===== config.mk =====
export PLATFORM = sky130hd
export DESIGN_NAME = alu_muldiv
export DESIGN_NICKNAME = d
export VERILOG_FILES = /design/src/rtl/alu_pkg.sv /design/src/rtl/md_sign_fix.sv /design/src/rtl/alu_muldiv.sv
export SDC_FILE = /design/constraint.sdc
export NUM_CORES = 1
export LEC_CHECK = 0
export CORE_UTILIZATION = 50
export DETAILED_ROUTE_END_ITERATION = 7
export PLACE_DENSITY = 0.7
export SYNTH_ARGS = -nofsm -noshare
export SYNTH_HDL_FRONTEND = slang
export SYNTH_SLANG_ARGS = --single-unit

===== constraint.sdc =====
create_clock -name i_clk -period 10.1 [get_ports i_clk]
set_input_delay 2.02 -clock i_clk [delete_from_list [all_inputs] [get_ports i_clk]]
set_output_delay 2.02 -clock i_clk [all_outputs]
set_load 0.02 [all_outputs]

===== src/rtl/alu_pkg.sv =====
// Shared definitions for the multiply/divide unit: op encoding, FSM state
// encoding and a small op-decoding helper.
package alu_pkg;

  // 3-bit op encoding presented on i_op
  localparam logic [2:0] MD_OP_MULT  = 3'd0;
  localparam logic [2:0] MD_OP_MULTU = 3'd1;
  localparam logic [2:0] MD_OP_DIV   = 3'd2;
  localparam logic [2:0] MD_OP_DIVU  = 3'd3;
  localparam logic [2:0] MD_OP_MTHI  = 3'd4;
  localparam logic [2:0] MD_OP_MTLO  = 3'd5;

  // FSM state encoding
  localparam logic [1:0] ST_IDLE = 2'd0;
  localparam logic [1:0] ST_RUN  = 2'd1;
  localparam logic [1:0] ST_FIX  = 2'd2;

  // True for the signed arithmetic ops (MULT, DIV)
  function automatic logic md_is_signed(input logic [2:0] op);
    return (op == MD_OP_MULT) || (op == MD_OP_DIV);
  endfunction

  // True for the ops that run the iterative datapath (MULT..DIVU)
  function automatic logic md_is_arith(input logic [2:0] op);
    return (op[2] == 1'b0);
  endfunction

endpackage


===== src/rtl/md_sign_fix.sv =====
// Conditional two's-complement negation. Used both to take operand
// magnitudes before an operation and to restore result signs afterwards.
module md_sign_fix #(
  parameter int W = 32
) (
  input  logic [W-1:0] val,
  input  logic         neg,
  output logic [W-1:0] res
);

  // Negate when requested; the most-negative value maps to itself, which
  // is exactly the unsigned magnitude 2^(W-1) the datapath expects.
  always_comb begin
    res = neg ? (W'(0) - val) : val;
  end

endmodule


===== src/rtl/alu_muldiv.sv =====
// Iterative radix-2 multiply/divide unit with HI/LO result registers.
// One datapath bit per clock: WIDTH iterations in RUN followed by a single
// FIX cycle that sign-corrects and writes HI/LO.
module alu_muldiv
  import alu_pkg::*;
#(
  parameter  int WIDTH = 32,
  localparam int CNT_W = $clog2(WIDTH) + 1
) (
  input  logic             i_clk,
  input  logic             i_rst,
  input  logic             i_start,
  input  logic [2:0]       i_op,
  input  logic [WIDTH-1:0] i_A,
  input  logic [WIDTH-1:0] i_B,
  output logic             o_busy,
  output logic             o_done,
  output logic             o_div_zero,
  output logic [WIDTH-1:0] o_hi,
  output logic [WIDTH-1:0] o_lo
);

  // FSM and control state
  logic [1:0]         state_reg;
  logic [CNT_W-1:0]   cnt_reg;
  logic               is_div_reg;
  logic               neg_q_reg;     // negate product / quotient
  logic               neg_r_reg;     // negate remainder (dividend sign)
  logic               dz_pend_reg;   // divide by zero detected at start
  logic               done_reg;
  logic               div_zero_reg;

  // Datapath state. acc_reg holds {partial product, multiplier} for a
  // multiply and {remainder, dividend/quotient} for a divide; opb_reg holds
  // the multiplicand or the divisor magnitude.
  logic [2*WIDTH-1:0] acc_reg;
  logic [WIDTH-1:0]   opb_reg;
  logic [WIDTH-1:0]   a_raw_reg;
  logic [WIDTH-1:0]   hi_reg;
  logic [WIDTH-1:0]   lo_reg;

  // Operand magnitudes: index 0 is A, index 1 is B
  logic [1:0][WIDTH-1:0] opnd_raw;
  logic [1:0][WIDTH-1:0] opnd_mag;
  logic [1:0]            opnd_neg;
  logic                  op_signed;

  assign op_signed   = md_is_signed(i_op);
  assign opnd_raw[0] = i_A;
  assign opnd_raw[1] = i_B;

  generate
    for (genvar gi = 0; gi < 2; gi++) begin : g_opnd
      assign opnd_neg[gi] = op_signed & opnd_raw[gi][WIDTH-1];
      md_sign_fix #(.W(WIDTH)) u_mag (
        .val (opnd_raw[gi]),
        .neg (opnd_neg[gi]),
        .res (opnd_mag[gi])
      );
    end
  endgenerate

  // Result sign correction
  logic [2*WIDTH-1:0] prod_fix;
  logic [WIDTH-1:0]   quo_fix;
  logic [WIDTH-1:0]   rem_fix;

  md_sign_fix #(.W(2*WIDTH)) u_prod_fix (
    .val (acc_reg),
    .neg (neg_q_reg),
    .res (prod_fix)
  );

  md_sign_fix #(.W(WIDTH)) u_quo_fix (
    .val (acc_reg[WIDTH-1:0]),
    .neg (neg_q_reg),
    .res (quo_fix)
  );

  md_sign_fix #(.W(WIDTH)) u_rem_fix (
    .val (acc_reg[2*WIDTH-1:WIDTH]),
    .neg (neg_r_reg),
    .res (rem_fix)
  );

  // One iteration of either algorithm
  logic [WIDTH:0]     mul_sum;
  logic [2*WIDTH-1:0] mul_next;
  logic [WIDTH:0]     div_shift;
  logic [WIDTH:0]     div_diff;
  logic               div_ge;
  logic [WIDTH-1:0]   rem_new;
  logic [2*WIDTH-1:0] div_next;

  // Shift-add multiply step and restoring shift-subtract divide step
  always_comb begin
    // Multiply: add the multiplicand into the upper half when the current
    // multiplier bit is set, then shift the whole accumulator right; the
    // carry out of the add becomes the new top bit.
    mul_sum  = {1'b0, acc_reg[2*WIDTH-1:WIDTH]}
             + (acc_reg[0] ? {1'b0, opb_reg} : {(WIDTH+1){1'b0}});
    mul_next = {mul_sum, acc_reg[WIDTH-1:1]};

    // Divide: bring the next dividend bit into the remainder. The shifted
    // remainder can need WIDTH+1 bits before the compare.
    div_shift = {acc_reg[2*WIDTH-1:WIDTH], acc_reg[WIDTH-1]};
    div_diff  = div_shift - {1'b0, opb_reg};
    div_ge    = (div_shift >= {1'b0, opb_reg});
    rem_new   = div_ge ? div_diff[WIDTH-1:0] : div_shift[WIDTH-1:0];
    div_next  = {rem_new, acc_reg[WIDTH-2:0], div_ge};
  end

  // Control FSM, datapath registers and HI/LO update
  always_ff @(posedge i_clk) begin
    if (i_rst) begin
      state_reg    <= ST_IDLE;
      cnt_reg      <= '0;
      is_div_reg   <= 1'b0;
      neg_q_reg    <= 1'b0;
      neg_r_reg    <= 1'b0;
      dz_pend_reg  <= 1'b0;
      done_reg     <= 1'b0;
      div_zero_reg <= 1'b0;
      acc_reg      <= '0;
      opb_reg      <= '0;
      a_raw_reg    <= '0;
      hi_reg       <= '0;
      lo_reg       <= '0;
    end else begin
      done_reg <= 1'b0;
      case (state_reg)
        ST_IDLE: begin
          if (i_start) begin
            if (md_is_arith(i_op)) begin
              is_div_reg   <= i_op[1];
              neg_q_reg    <= opnd_neg[0] ^ opnd_neg[1];
              neg_r_reg    <= opnd_neg[0];
              dz_pend_reg  <= i_op[1] && (i_B == '0);
              a_raw_reg    <= i_A;
              div_zero_reg <= 1'b0;
              cnt_reg      <= CNT_W'(WIDTH);
              state_reg    <= ST_RUN;
              if (i_op[1]) begin
                acc_reg <= {{WIDTH{1'b0}}, opnd_mag[0]};
                opb_reg <= opnd_mag[1];
              end else begin
                acc_reg <= {{WIDTH{1'b0}}, opnd_mag[1]};
                opb_reg <= opnd_mag[0];
              end
            end else if (i_op == MD_OP_MTHI) begin
              hi_reg   <= i_A;
              done_reg <= 1'b1;
            end else if (i_op == MD_OP_MTLO) begin
              lo_reg   <= i_A;
              done_reg <= 1'b1;
            end
          end
        end
        ST_RUN: begin
          acc_reg <= is_div_reg ? div_next : mul_next;
          cnt_reg <= cnt_reg - CNT_W'(1);
          if (cnt_reg == CNT_W'(1)) begin
            state_reg <= ST_FIX;
          end
        end
        ST_FIX: begin
          if (is_div_reg) begin
            if (dz_pend_reg) begin
              // Divide by zero: defined result instead of a trap
              lo_reg       <= '1;
              hi_reg       <= a_raw_reg;
              div_zero_reg <= 1'b1;
            end else begin
              lo_reg <= quo_fix;
              hi_reg <= rem_fix;
            end
          end else begin
            {hi_reg, lo_reg} <= prod_fix;
          end
          done_reg  <= 1'b1;
          state_reg <= ST_IDLE;
        end
        default: begin
          state_reg <= ST_IDLE;
        end
      endcase
    end
  end

  assign o_busy     = (state_reg == ST_RUN) || (state_reg == ST_FIX);
  assign o_done     = done_reg;
  assign o_div_zero = div_zero_reg;
  assign o_hi       = hi_reg;
  assign o_lo       = lo_reg;

endmodule


Word level (Yosys, flattened, before mapping)

Cells that the tools add are included.

Register bits after elaboration: 206
Bits of input ports: 70
Output and inout bits: 67
Word-level logic and storage cells: 98

Add/subtract/negate cells: 8
$lt $le $gt $ge: 1
Eq/ne operators: 15
Multiplexer cells: 43
Bitwise gates (word level): 4
Reductions and logical operators: 14

Operators with widths:

| operator              | number |
|---|---|
| $mux 32               | 19 |
| $mux 64               | 4 |
| $pmux 32 s2           | 2 |
| $pmux 64 s2           | 1 |
| $sub 1x32->32 const A | 4 |
| $sub 1x64->64 const A | 1 |
| $add 32x32->33        | 1 |
| $ge 33x32->1          | 1 |
| $logic_not 32->1      | 1 |
| $sub 32x32->32        | 1 |
| $ne 2x2->1 const B    | 9 |
| $mux 6                | 2 |
| $pmux 6 s2            | 1 |
| $reduce_and 5->1      | 2 |
| $reduce_and 3->1      | 3 |
| $mux 1                | 8 |
| $eq 3x3->1 const B    | 2 |
| $eq 6x1->1 const B    | 1 |
| $mux 2                | 3 |
| $sub 6x1->6 const B   | 1 |
| $pmux 1 s2            | 2 |
| $pmux 2 s2            | 1 |
| $reduce_and 4->1      | 1 |
| $reduce_bool 2->1     | 2 |
| 10 further kinds      | 12 |

Logic depth before layout (Yosys ltp)

Gate-level depths: netlist of run 1.

Depth in word-level cells: 8
Mapped depth: 14
Mapped depth without buffers: 13

By module

From an unflattened synthesis of run 1, not the netlist that was laid out.

Cell total of the unflattened synthesis: 2406
Area total of the unflattened synthesis: 18652.9 um2

By module, submodules not included:

| module                             | times used | cells an instance | area each (um2) | sequential area each (um2) |
|---|---|---|---|---|
| alu_muldiv                         | 1          | 1785              | 14121.0         | 4124.0 |
| md_sign_fix at g_opnd[0].u_mag ... | 3          | 108               | 767.0           | 0.0 |
| md_sign_fix at u_prod_fix          | 1          | 198               | 1453.9          | 0.0 |
| md_sign_fix at u_rem_fix           | 1          | 99                | 777.0           | 0.0 |

Worst setup path after synthesis of run 1

No wires, ideal clock.

Path kind: input-to-reg
Start: input i_A[6]
End: register acc_reg[22]
Setup time: 0.132 ns
Data arrival time: 4.500 ns
Required time: 9.968 ns
Path slack: 5.468 ns
Stages on the path: 9
Path buffers: 1
Cell sequence: clkbuf_1 or4_1 or3_1 or4_1 o41ai_1 xor2_1 a211oi_1 a211oi_1 nor3_1

Cells in the longest elaborated chain, start to end: 6

RTL lines:

| item                 | RTL line          | source |
|---|---|---|
| start, declared      | alu_muldiv.sv:14  | `input logic [WIDTH-1:0] i_A,` |
| $sub 1x32->32        | md_sign_fix.sv:14 | `res = neg ? (W'(0) - val) : val;` |
| $mux 32              | md_sign_fix.sv:14 |  |
| $mux 32              | alu_muldiv.sv:143 | `if (i_op[1]) begin` |
| $mux 64              | alu_muldiv.sv:134 | `if (md_is_arith(i_op)) begin` |
| $mux 64              | alu_muldiv.sv:133 | `if (i_start) begin` |
| $pmux 64 s2          | alu_muldiv.sv:131 | `case (state_reg)` |
| end signal, assigned | alu_muldiv.sv:144 | `acc_reg <= {{WIDTH{1'b0}}, opnd_mag[0]};` |
| end signal, assigned | alu_muldiv.sv:147 | `acc_reg <= {{WIDTH{1'b0}}, opnd_mag[1]};` |
| end signal, assigned | alu_muldiv.sv:160 | `acc_reg <= is_div_reg ? div_next : mul_next;` |
| end, declared        | alu_muldiv.sv:36  | `logic [2*WIDTH-1:0] acc_reg;` |

No other way between the ends. The select of a mux whose other input is x is not followed.
A chain may end at the register's enable or synchronous reset.

Worst setup path after layout of run 1

Start: input i_B[7]
End: register acc_reg[28]

Cells in the longest elaborated chain, start to end: 6

RTL lines:

| item            | RTL line          | source |
|---|---|---|
| start, declared | alu_muldiv.sv:15  | `input logic [WIDTH-1:0] i_B,` |
| $sub 1x32->32   | md_sign_fix.sv:14 |  |
| $mux 32         | md_sign_fix.sv:14 |  |
| $mux 32         | alu_muldiv.sv:143 |  |
| $mux 64         | alu_muldiv.sv:134 |  |
| $mux 64         | alu_muldiv.sv:133 |  |
| $pmux 64 s2     | alu_muldiv.sv:131 |  |

No other way between the ends. The select of a mux whose other input is x is not followed.

==> results of run 1 <==
## worst max-delay path: cells and delay by family
| kind | cells | cell delay (ns) |
|---|---|---|
| simple gates | 5 | 2.37 |
| compound gates | 3 | 0.50 |
| buf+inv | 1 | 0.48 |
| xor+xnor | 1 | 0.23 |
## cells in the final DEF (no fill, tap or decap), types with 17 or more instances in the layout
master,netlist,routed
buf_4,0,23
o31ai_1,31,31
o21ai_0,113,110
nor2b_1,17,17
inv_1,74,74
a211oi_1,97,97
xnor2_1,118,118
nor3_1,69,69
a31oi_1,25,25
o211ai_1,31,31
or4_1,17,17
nand2_1,274,274
ha_1,73,71
dfxtp_1,206,203
or3_1,21,21
xor2_1,65,65
o221ai_1,40,40
mux2i_1,61,61
a21oi_1,216,215
clkdlybuf4s50_1,0,134
clkbuf_16,0,27
nor4_1,28,28
mux2_2,34,34
nor2_1,258,256
a21o_1,35,35
nand3_1,31,31
## cells in the mapped netlist, types with 61 or more instances
cell type / count
nand2_1: 274
ha_1: 73
clkbuf_1: 179
inv_1: 74
a21oi_1: 216
mux2i_1: 61
xor2_1: 65
a211oi_1: 97
dfxtp_1: 206
nor2_1: 258
o21ai_0: 113
xnor2_1: 118
nor3_1: 69
## kinds of logic (layout without fill, tap and decap cells)
family,Yosys count,count (layout),share of synthesized area (%)
buffers and inverters,279,281,6.30
AO/OA/AOI/OAI,715,715,27.4
AND/OR/NAND/NOR,807,807,21.5
flip-flops,206,206,24.0
adder cells (fa/ha/maj),75,75,5.56
XOR/XNOR,183,183,9.34
multiplexers,95,95,5.79
## worst paths after layout
| kind | start | end | slack (ns) | depth (start not counted) |
|---|---|---|---|---|
| max | i_B[7] | acc_reg[28]$_SDFFE_PP0P_ | 4.96 | 10 |
| min | opb_reg[30]$_SDFFE_PP0P_ | opb_reg[30]$_SDFFE_PP0P_ | 0.45 | 2 |
| max reg2reg | acc_reg[38]$_SDFFE_PP0P_ | acc_reg[54]$_SDFFE_PP0P_ | 5.52 | 10 |
| min reg2reg | opb_reg[30]$_SDFFE_PP0P_ | opb_reg[30]$_SDFFE_PP0P_ | 0.45 | 2 |
## stage by stage
step,setup slack [ns],instance area (um2)
floorplan,5.47,17200
global placement,4.61,18500
detailed placement,4.52,18500
CTS,5.07,19400
global route,4.63,19400
finish,4.96,19400
## metal layers
metal	up-vias	track usage, %
met5	-	0
met4	0	18.4
met3	187	6.25
met2	897	55.3
met1	8593	45.7
li1	8483	-
## area by class of cell
type                            instances  area share (%)
Clock buffer                           33            3.71
Clock inverter                         15           0.795
Inverter                               74            1.43
Multi-Input combinational cell       1875            61.9
Sequential cell                       206            21.3
Tap cell                              448            2.89
Timing Repair Buffer                  159            7.90
## power groups by stage
stage          combinational, uW  clock (uW)  sequential, uW
2_1_floorplan                383           0             903
3_3_place_gp                 555           0             920
3_5_place_dp                 560           0             921
4_1_cts                      563         963             904
5_1_grt                      620         997             910
6_report                     575         961             906
==> impl_metrics.env, run 1 <==
export IMPL_fmax_mhz=195
export IMPL_yosysWarnings=0
export IMPL_hpwl_mm=46.5
export IMPL_synthFlopType="dfxtp_1"
export IMPL_synth_cell_types=75
export IMPL_hold_buffers=0
export IMPL_combPwrFrac_pct=23.6
export IMPL_slew_viol_final=0
export IMPL_drtPass1Iterations=6
export IMPL_rsz0062_at_grt="false"
export IMPL_dr_first_iter_drc_count=1947
export IMPL_nNetsFinal=2487
export IMPL_max_slew_margin_rel_pct=23.4
export IMPL_die_height_um=187
export IMPL_path_clk_slew_ns=0.06
export IMPL_multi_input_area_mm2=0.0120
export IMPL_syn_avg_cell_area_um2=7.27
export IMPL_clock_skew_ns=0.0291
export IMPL_wl_per_cell_um=22.6
export IMPL_regArea_mm2=0.00413
export IMPL_yosysTopAreaCellShare_pct=24.0
export IMPL_startpoint_type="input pin"
export IMPL_power_leakage_uw=0.00724
export IMPL_ios=137
export IMPL_synth_edf_count=0
export IMPL_path_class="in -> reg"
export IMPL_ys_async_sr_fraction_pct=0
export IMPL_p_sw_uw=815
export IMPL_synth_area_leaders="dfxtp_1, a21oi_1, xnor2_1, nand2_1, nor2_1"
export IMPL_clkPwrFrac_pct=39.4
export IMPL_status="complete, no violations"
export IMPL_synth_seq_cells=206
export IMPL_place_congestion=1.04
export IMPL_fin_util_pct=57.6
export IMPL_crit_arrival_ns=5.61
export IMPL_finalCriticalPeriod_ns=5.14
export IMPL_ctsResizeCount=0
export IMPL_die_w_um=187
export IMPL_numCtsBuffers=26
export IMPL_irDropWorstVdd_mv=0.163
export IMPL_setup_viol=0
export IMPL_clk_latency_ns=0.56
export IMPL_placedCellCount=2762
export IMPL_drv_cap=0
export IMPL_worstMarginPinSlew_ns=1.15
export IMPL_design_die_area_mm2=0.0351
export IMPL_cts_sinks=206
export IMPL_wl_mm=63.4
export IMPL_largest_reg_flops=64
export IMPL_root_buffer="clkbuf_16"
export IMPL_max_clock_path_buffers=3
export IMPL_syn_inst=2360
export IMPL_grt_max_degree=95
export IMPL_synth_net_count=2505
export IMPL_remaining_drc_errors=0
export IMPL_finalCritPeriodShare_pct=50.9
export IMPL_grt_pass1_vias=16928
export IMPL_ctsHtreeMaxLevel=1
export IMPL_power_internal_uw=1630
export IMPL_cts_tree="yes"
export IMPL_dr_max_layer_used="met4"
export IMPL_area_delta_synth_final_pct=12.9
export IMPL_swShare_pct=33.4
export IMPL_antenna_found_initial=0
export IMPL_worst_hold_path_type="reg -> reg"
export IMPL_core_rowCount=67
export IMPL_whs_ns=0.451
export IMPL_yosysSeqAreaShare_pct=24.0
export IMPL_gr_total_overflow=0
export IMPL_layout_cells_non_filler=2810
export IMPL_wl_met3_mm=5.78
export IMPL_vias_per_cell=6.46
export IMPL_port_buffers=136
export IMPL_drive_above_1_share_pct=6.14
export IMPL_n_antenna_cell=0
export IMPL_cpMaxStageDelayCell="nor4_1"
export IMPL_setup_tns_final_ns=0
export IMPL_power_density_mw_per_mm2=126
export IMPL_worstPathCellList="clkdlybuf4s50_1 -> nor4_1 -> nand4b_1 -> nor4_1 -> a31oi_1 -> xor2_1 -> nor2_1 -> a211oi_1 -> a211oi_1 -> nor3_1"
export IMPL_num_vias=18160
export IMPL_power_total_uw=2440
export IMPL_slowest_delay_ns=0.85
export IMPL_critPathMaxFanout=8
export IMPL_postRouteAntennaNets=0
export IMPL_cts_setup_buffers=0
export IMPL_grtUsageTotal_pct=35.1
export IMPL_fillers=3180
export IMPL_cp_required_ns=10.57
export IMPL_end_kind="register"
export IMPL_wl_met1_mm=25.8
export IMPL_met2_length_mm=28.1
export IMPL_p_seq_share_pct=37.1
export IMPL_yosys_area_top_type="dfxtp_1"
export IMPL_grt_pass1_wl_mm=97.2
export IMPL_start_util_pct=51.0
export IMPL_core_area_mm2=0.0336
export IMPL_syn_area_mm2=0.0172
export IMPL_hold_violations=0
Note: power is estimated with default switching activity, not from simulation.
==> inputs of run 2 (changes only) <==
==> constraint.sdc (replaced) <==
create_clock -name i_clk -period 5.35 [get_ports i_clk]
set_input_delay 1.07 -clock i_clk [delete_from_list [all_inputs] [get_ports i_clk]]
set_output_delay 1.07 -clock i_clk [all_outputs]
set_load 0.02 [all_outputs]
==> impl_metrics.env, run 2 (synthesized netlist as in run 1, its figures left out) <==
export IMPL_status="complete, no violations"
export IMPL_r2r_start="acc_reg[10]$_SDFFE_PP0P_"
export IMPL_final_common_cell="nand2_1"
export IMPL_fin_area_mm2=0.0196
export IMPL_gr_total_overflow=0
export IMPL_final_cell_mix="nand2_1, nor2_1, a21oi_1"
export IMPL_dr_first_iter_drc_count=2036
export IMPL_hpwl_mm=48.5
export IMPL_largest_reg_flops=64
export IMPL_cts_tree="yes"
export IMPL_layout_cells_non_filler=2833
export IMPL_clock_skew_ns=0.0119
export IMPL_drtPass1Iterations=6
export IMPL_startpoint_type="register"
export IMPL_hold_buffers=0
export IMPL_fillers=3171
export IMPL_path_clk_slew_ns=0.06
export IMPL_die_height_um=187
export IMPL_ctsResizeCount=0
export IMPL_r2r_cells=9
export IMPL_cts_setup_buffers=0
export IMPL_power_density_mw_per_mm2=241
export IMPL_whs_path_depth=2
export IMPL_finalCritPeriodShare_pct=78.2
export IMPL_vias_per_cell=6.45
export IMPL_slew_viol_final=0
export IMPL_wl_mm=65.4
export IMPL_design_die_area_mm2=0.0351
export IMPL_hold_start="opb_reg[30]$_SDFFE_PP0P_"
export IMPL_power_leakage_uw=0.00740
export IMPL_irDropWorstVdd_mv=0.266
export IMPL_max_slew_margin_rel_pct=33.4
export IMPL_hold_violations=0
export IMPL_grtUsageTotal_pct=36.2
export IMPL_r2r_setup_slack_ns=1.16
export IMPL_max_clock_path_buffers=3
export IMPL_crit_reg2reg_capture="o_hi[26]$_SDFFE_PP0P_"
export IMPL_grt_pass1_wl_mm=99.5
export IMPL_setup_tns_final_ns=0
export IMPL_postRouteAntennaNets=0
export IMPL_ios=137
export IMPL_drv_cap=0
export IMPL_cp_required_ns=5.79
export IMPL_port_buffers=136
export IMPL_core_rowCount=67
export IMPL_root_buffer="clkbuf_16"
export IMPL_numCtsBuffers=25
export IMPL_placedCellCount=2788
export IMPL_dpl_cell_area_mm2=0.0187
export IMPL_place_congestion=1.00
export IMPL_setup_viol=0
export IMPL_finalCriticalPeriod_ns=4.19
export IMPL_drive_above_1_share_pct=7.05
export IMPL_start_util_pct=51.0
export IMPL_wl_per_cell_um=23.1
export IMPL_area_delta_synth_final_pct=14.4
export IMPL_clk_latency_ns=0.54
export IMPL_critPathMaxFanout=19
export IMPL_rsz0062_at_grt="false"
export IMPL_die_w_um=187
export IMPL_core_area_mm2=0.0336
export IMPL_hold_end="opb_reg[30]$_SDFFE_PP0P_"
export IMPL_worstMarginPinSlew_ns=0.990
export IMPL_num_vias=18281
export IMPL_path_class="reg -> reg"
export IMPL_fmax_mhz=239
export IMPL_worst_hold_path_type="reg -> reg"
export IMPL_antenna_found_initial=0
export IMPL_remaining_drc_errors=0
export IMPL_ctsHtreeMaxLevel=1
export IMPL_cts_sinks=206
export IMPL_end_kind="register"
export IMPL_crit_arrival_ns=4.63
export IMPL_nNetsFinal=2512
export IMPL_grt_pass1_vias=16964
export IMPL_grt_max_degree=83
run 2: cell count changes in the layout (fill, tap and decap cells not counted):
cell	previous run	this run
clkinv_2	6	2
clkinv_4	0	1
diode_2	0	2
clkbuf_8	2	5
buf_12	0	1
clkbuf_1	4	2
bufinv_16	2	5
clkinv_8	1	0
buf_4	23	48
inv_6	2	0
clkinvlp_4	4	2
clkbuf_16	27	26
run 2: worst max-delay path, stage by stage (launching register included):
cell,delay [ns]
dfxtp_1,0.40
or4_4,0.59
or4_4,0.46
or4_1,0.70
nand2b_1,0.62
o21ai_0,0.41
xor2_1,0.09
o21ai_0,0.30
o211ai_1,0.22
a311oi_1,0.31
run 2: power breakdown:
group          switching (uW)  internal (uW)  total [uW]
clock                     714           1190        1900
sequential               99.3           1610        1710
combinational             689            422        1110
run 2: metrics by stage:
step                hold WS (ns)  setup slack [ns]  util [%]  power [uW]
finish                     0.452              1.16      58.4        4720
global route               0.472             0.838      58.3        4880
detailed placement         0.443             0.815      55.6        2820
CTS                        0.453              1.19      58.3        4710
global placement           0.438             0.808      55.6        2800
floorplan                  0.431              1.67         -        2430
run 2: worst max path at each step:
stage / startpoint / to / slack, ns / cells past startpoint
after floorplan: i_A[6] / acc_reg[22]$_SDFFE_PP0P_ / 1.67 / 9
after global placement: i_A[14] / acc_reg[31]$_SDFFE_PP0P_ / 0.81 / 10
after detailed placement: i_A[14] / acc_reg[31]$_SDFFE_PP0P_ / 0.81 / 10
after CTS: acc_reg[10]$_SDFFE_PP0P_ / o_hi[26]$_SDFFE_PP0P_ / 1.19 / 9
after global routing: acc_reg[0]$_SDFFE_PP0P_ / o_hi[26]$_SDFFE_PP0P_ / 0.84 / 10
final: acc_reg[10]$_SDFFE_PP0P_ / o_hi[26]$_SDFFE_PP0P_ / 1.16 / 9
run 2: layer usage:
layer,GRT usage (%),part of all wire [%],vias up
met5,0,0,-
li1,-,-,8519
met1,47.8,40,8607
met2,56.3,44,967
met4,20.8,6.4,0
met3,5.40,9.4,188
run 2: area by class of cell:
class | count | area [um2] | area share (%)
inverters | 74 | 278 | 1.42
multi-input cells | 1875 | 12000 | 61.1
flip-flops and latches | 206 | 4130 | 21.1
clock buffers | 33 | 727 | 3.71
well taps | 448 | 561 | 2.86
clock inverters | 10 | 184 | 0.938
repair buffers | 185 | 1740 | 8.86
diodes | 2 | 5.00 | 0.0255
==> inputs of run 3 (changes only) <==
==> constraint.sdc (replaced) <==
create_clock -name i_clk -period 4.4 [get_ports i_clk]
set_input_delay 0.88 -clock i_clk [delete_from_list [all_inputs] [get_ports i_clk]]
set_output_delay 0.88 -clock i_clk [all_outputs]
set_load 0.02 [all_outputs]
==> impl_metrics.env, run 3 (synthesized netlist as in run 1, its figures left out) <==
export IMPL_die_height_um=187
export IMPL_slowest_delay_ns=0.74
export IMPL_final_cell_mix="nand2_1, nor2_1, a21oi_1"
export IMPL_core_area_mm2=0.0336
export IMPL_power_total_uw=5540
export IMPL_max_clock_path_buffers=3
export IMPL_whs_ns=0.452
export IMPL_vias_per_cell=6.43
export IMPL_clock_skew_ns=0.0127
export IMPL_num_vias=18476
export IMPL_end_kind="register"
export IMPL_drive_above_1_share_pct=8.54
export IMPL_critPathMaxFanout=11
export IMPL_cts_sinks=206
export IMPL_numCtsBuffers=26
export IMPL_remaining_drc_errors=0
export IMPL_ctsResizeCount=0
export IMPL_fin_area_mm2=0.0198
export IMPL_n_antenna_cell=0
export IMPL_startpoint_type="register"
export IMPL_ios=137
export IMPL_port_buffers=136
export IMPL_crit_arrival_ns=4.41
export IMPL_finalCriticalPeriod_ns=3.94
export IMPL_dpl_cell_area_mm2=0.0190
export IMPL_path_buf_inv=1
export IMPL_wl_mm=65.6
export IMPL_gr_total_overflow=0
export IMPL_drtPass1Iterations=8
export IMPL_area_delta_synth_final_pct=15.5
export IMPL_fmax_mhz=254
export IMPL_crit_reg2reg_capture="acc_reg[63]$_SDFFE_PP0P_"
export IMPL_setup_tns_final_ns=0
export IMPL_largest_reg_flops=64
export IMPL_max_slew_margin_rel_pct=35.1
export IMPL_cts_setup_buffers=0
export IMPL_hpwl_mm=49.6
export IMPL_grt_pass1_wl_mm=100
export IMPL_nNetsFinal=2551
export IMPL_r2r_setup_slack_ns=0.46
export IMPL_start_util_pct=51.0
export IMPL_place_congestion=1.02
export IMPL_worstPathCellList="inv_1 -> fa_1 -> nor2b_1 -> o31a_1 -> o21a_1 -> a31oi_1 -> o31ai_1 -> nand3_1 -> a21oi_1 -> a41oi_1 -> a22oi_1"
export IMPL_grtUsageTotal_pct=36.3
export IMPL_worstMarginPinSlew_ns=0.971
export IMPL_hold_end="opb_reg[30]$_SDFFE_PP0P_"
export IMPL_worst_hold_path_type="reg -> reg"
export IMPL_finalCritPeriodShare_pct=89.6
export IMPL_hold_buffers=0
export IMPL_irDropWorstVdd_mv=0.291
export IMPL_slew_viol_final=0
export IMPL_antenna_found_initial=2
export IMPL_cpMaxStageDelayCell="o31ai_1"
export IMPL_power_leakage_uw=0.00753
export IMPL_cpLargestDelayFamily="compound AO/OA/AOI/OAI gates"
export IMPL_power_density_mw_per_mm2=280
export IMPL_rsz0062_at_grt="false"
export IMPL_hold_violations=0
export IMPL_hold_start="opb_reg[30]$_SDFFE_PP0P_"
export IMPL_drv_cap=0
export IMPL_r2r_cells=11
export IMPL_path_class="reg -> reg"
export IMPL_cp_required_ns=4.87
export IMPL_root_buffer="clkbuf_16"
export IMPL_ctsHtreeMaxLevel=1
export IMPL_core_rowCount=67
export IMPL_wl_per_cell_um=22.8
export IMPL_status="complete, no violations"
export IMPL_grt_pass1_vias=17198
export IMPL_whs_path_depth=2
export IMPL_r2r_start="acc_reg[33]$_SDFFE_PP0P_"
export IMPL_design_die_area_mm2=0.0351
export IMPL_postRouteAntennaNets=0
export IMPL_cts_tree="yes"
export IMPL_clk_latency_ns=0.55
export IMPL_setup_viol=0
export IMPL_dr_first_iter_drc_count=2120
export IMPL_grt_max_degree=77
export IMPL_path_clk_slew_ns=0.06
export IMPL_die_w_um=187
export IMPL_final_common_cell="nand2_1"
## run 3: how the worst max path moves through the flow
stage / to / cells past startpoint / slack (ns) / startpoint
after floorplan: acc_reg[22]$_SDFFE_PP0P_ / 9 / 0.91 / i_A[6]
after global placement: acc_reg[22]$_SDFFE_PP0P_ / 9 / 0.34 / i_A[8]
after detailed placement: acc_reg[25]$_SDFFE_PP0P_ / 10 / 0.29 / i_A[14]
after CTS: acc_reg[57]$_SDFFE_PP0P_ / 11 / 0.58 / acc_reg[33]$_SDFFE_PP0P_
after global routing: acc_reg[55]$_SDFFE_PP0P_ / 11 / 0.32 / acc_reg[33]$_SDFFE_PP0P_
final: acc_reg[63]$_SDFFE_PP0P_ / 11 / 0.46 / acc_reg[33]$_SDFFE_PP0P_
## run 3: final cells by class
cell class | count | area (um2)
repair buffers | 223 | 2020
clock buffers | 35 | 736
fillers | 3158 | 13800
clock inverters | 12 | 85.1
well taps | 448 | 561
multi-input cells | 1875 | 12000
inverters | 74 | 278
flip-flops and latches | 206 | 4130
## run 3: metrics by stage
stage               utilization [%]  cells  worst slack (ns)
finish                         58.9   2873             0.456
detailed placement             56.5   2826             0.292
CTS                            58.9   2873             0.583
global placement               56.5   2826             0.338
global route                   58.9   2873             0.320
floorplan                         -   2360             0.908
## run 3: routing by layer
layer	vias to the layer above	GRT usage, %	routed length [um]
li1	8599	-	-
met1	8670	45.9	26500
met2	979	57.5	28700
met3	226	8.29	6280
met4	2	19.2	4090
met5	-	0	14
## run 3: power breakdown
group / switching [uW] / internal, uW / total, uW
registers: 120 / 1960 / 2080
clock network: 906 / 1180 / 2080
logic: 849 / 529 / 1380
## run 3: worst reg2reg max path, delay by kind of cell (launching register included)
kind                     cells  cell delay, ns
AO/OA/AOI/OAI                7            2.17
adder cells (fa/ha/maj)      1            0.51
buffers and inverters        1            0.24
flip-flops                   1            0.62
AND/OR/NAND/NOR              2            0.33
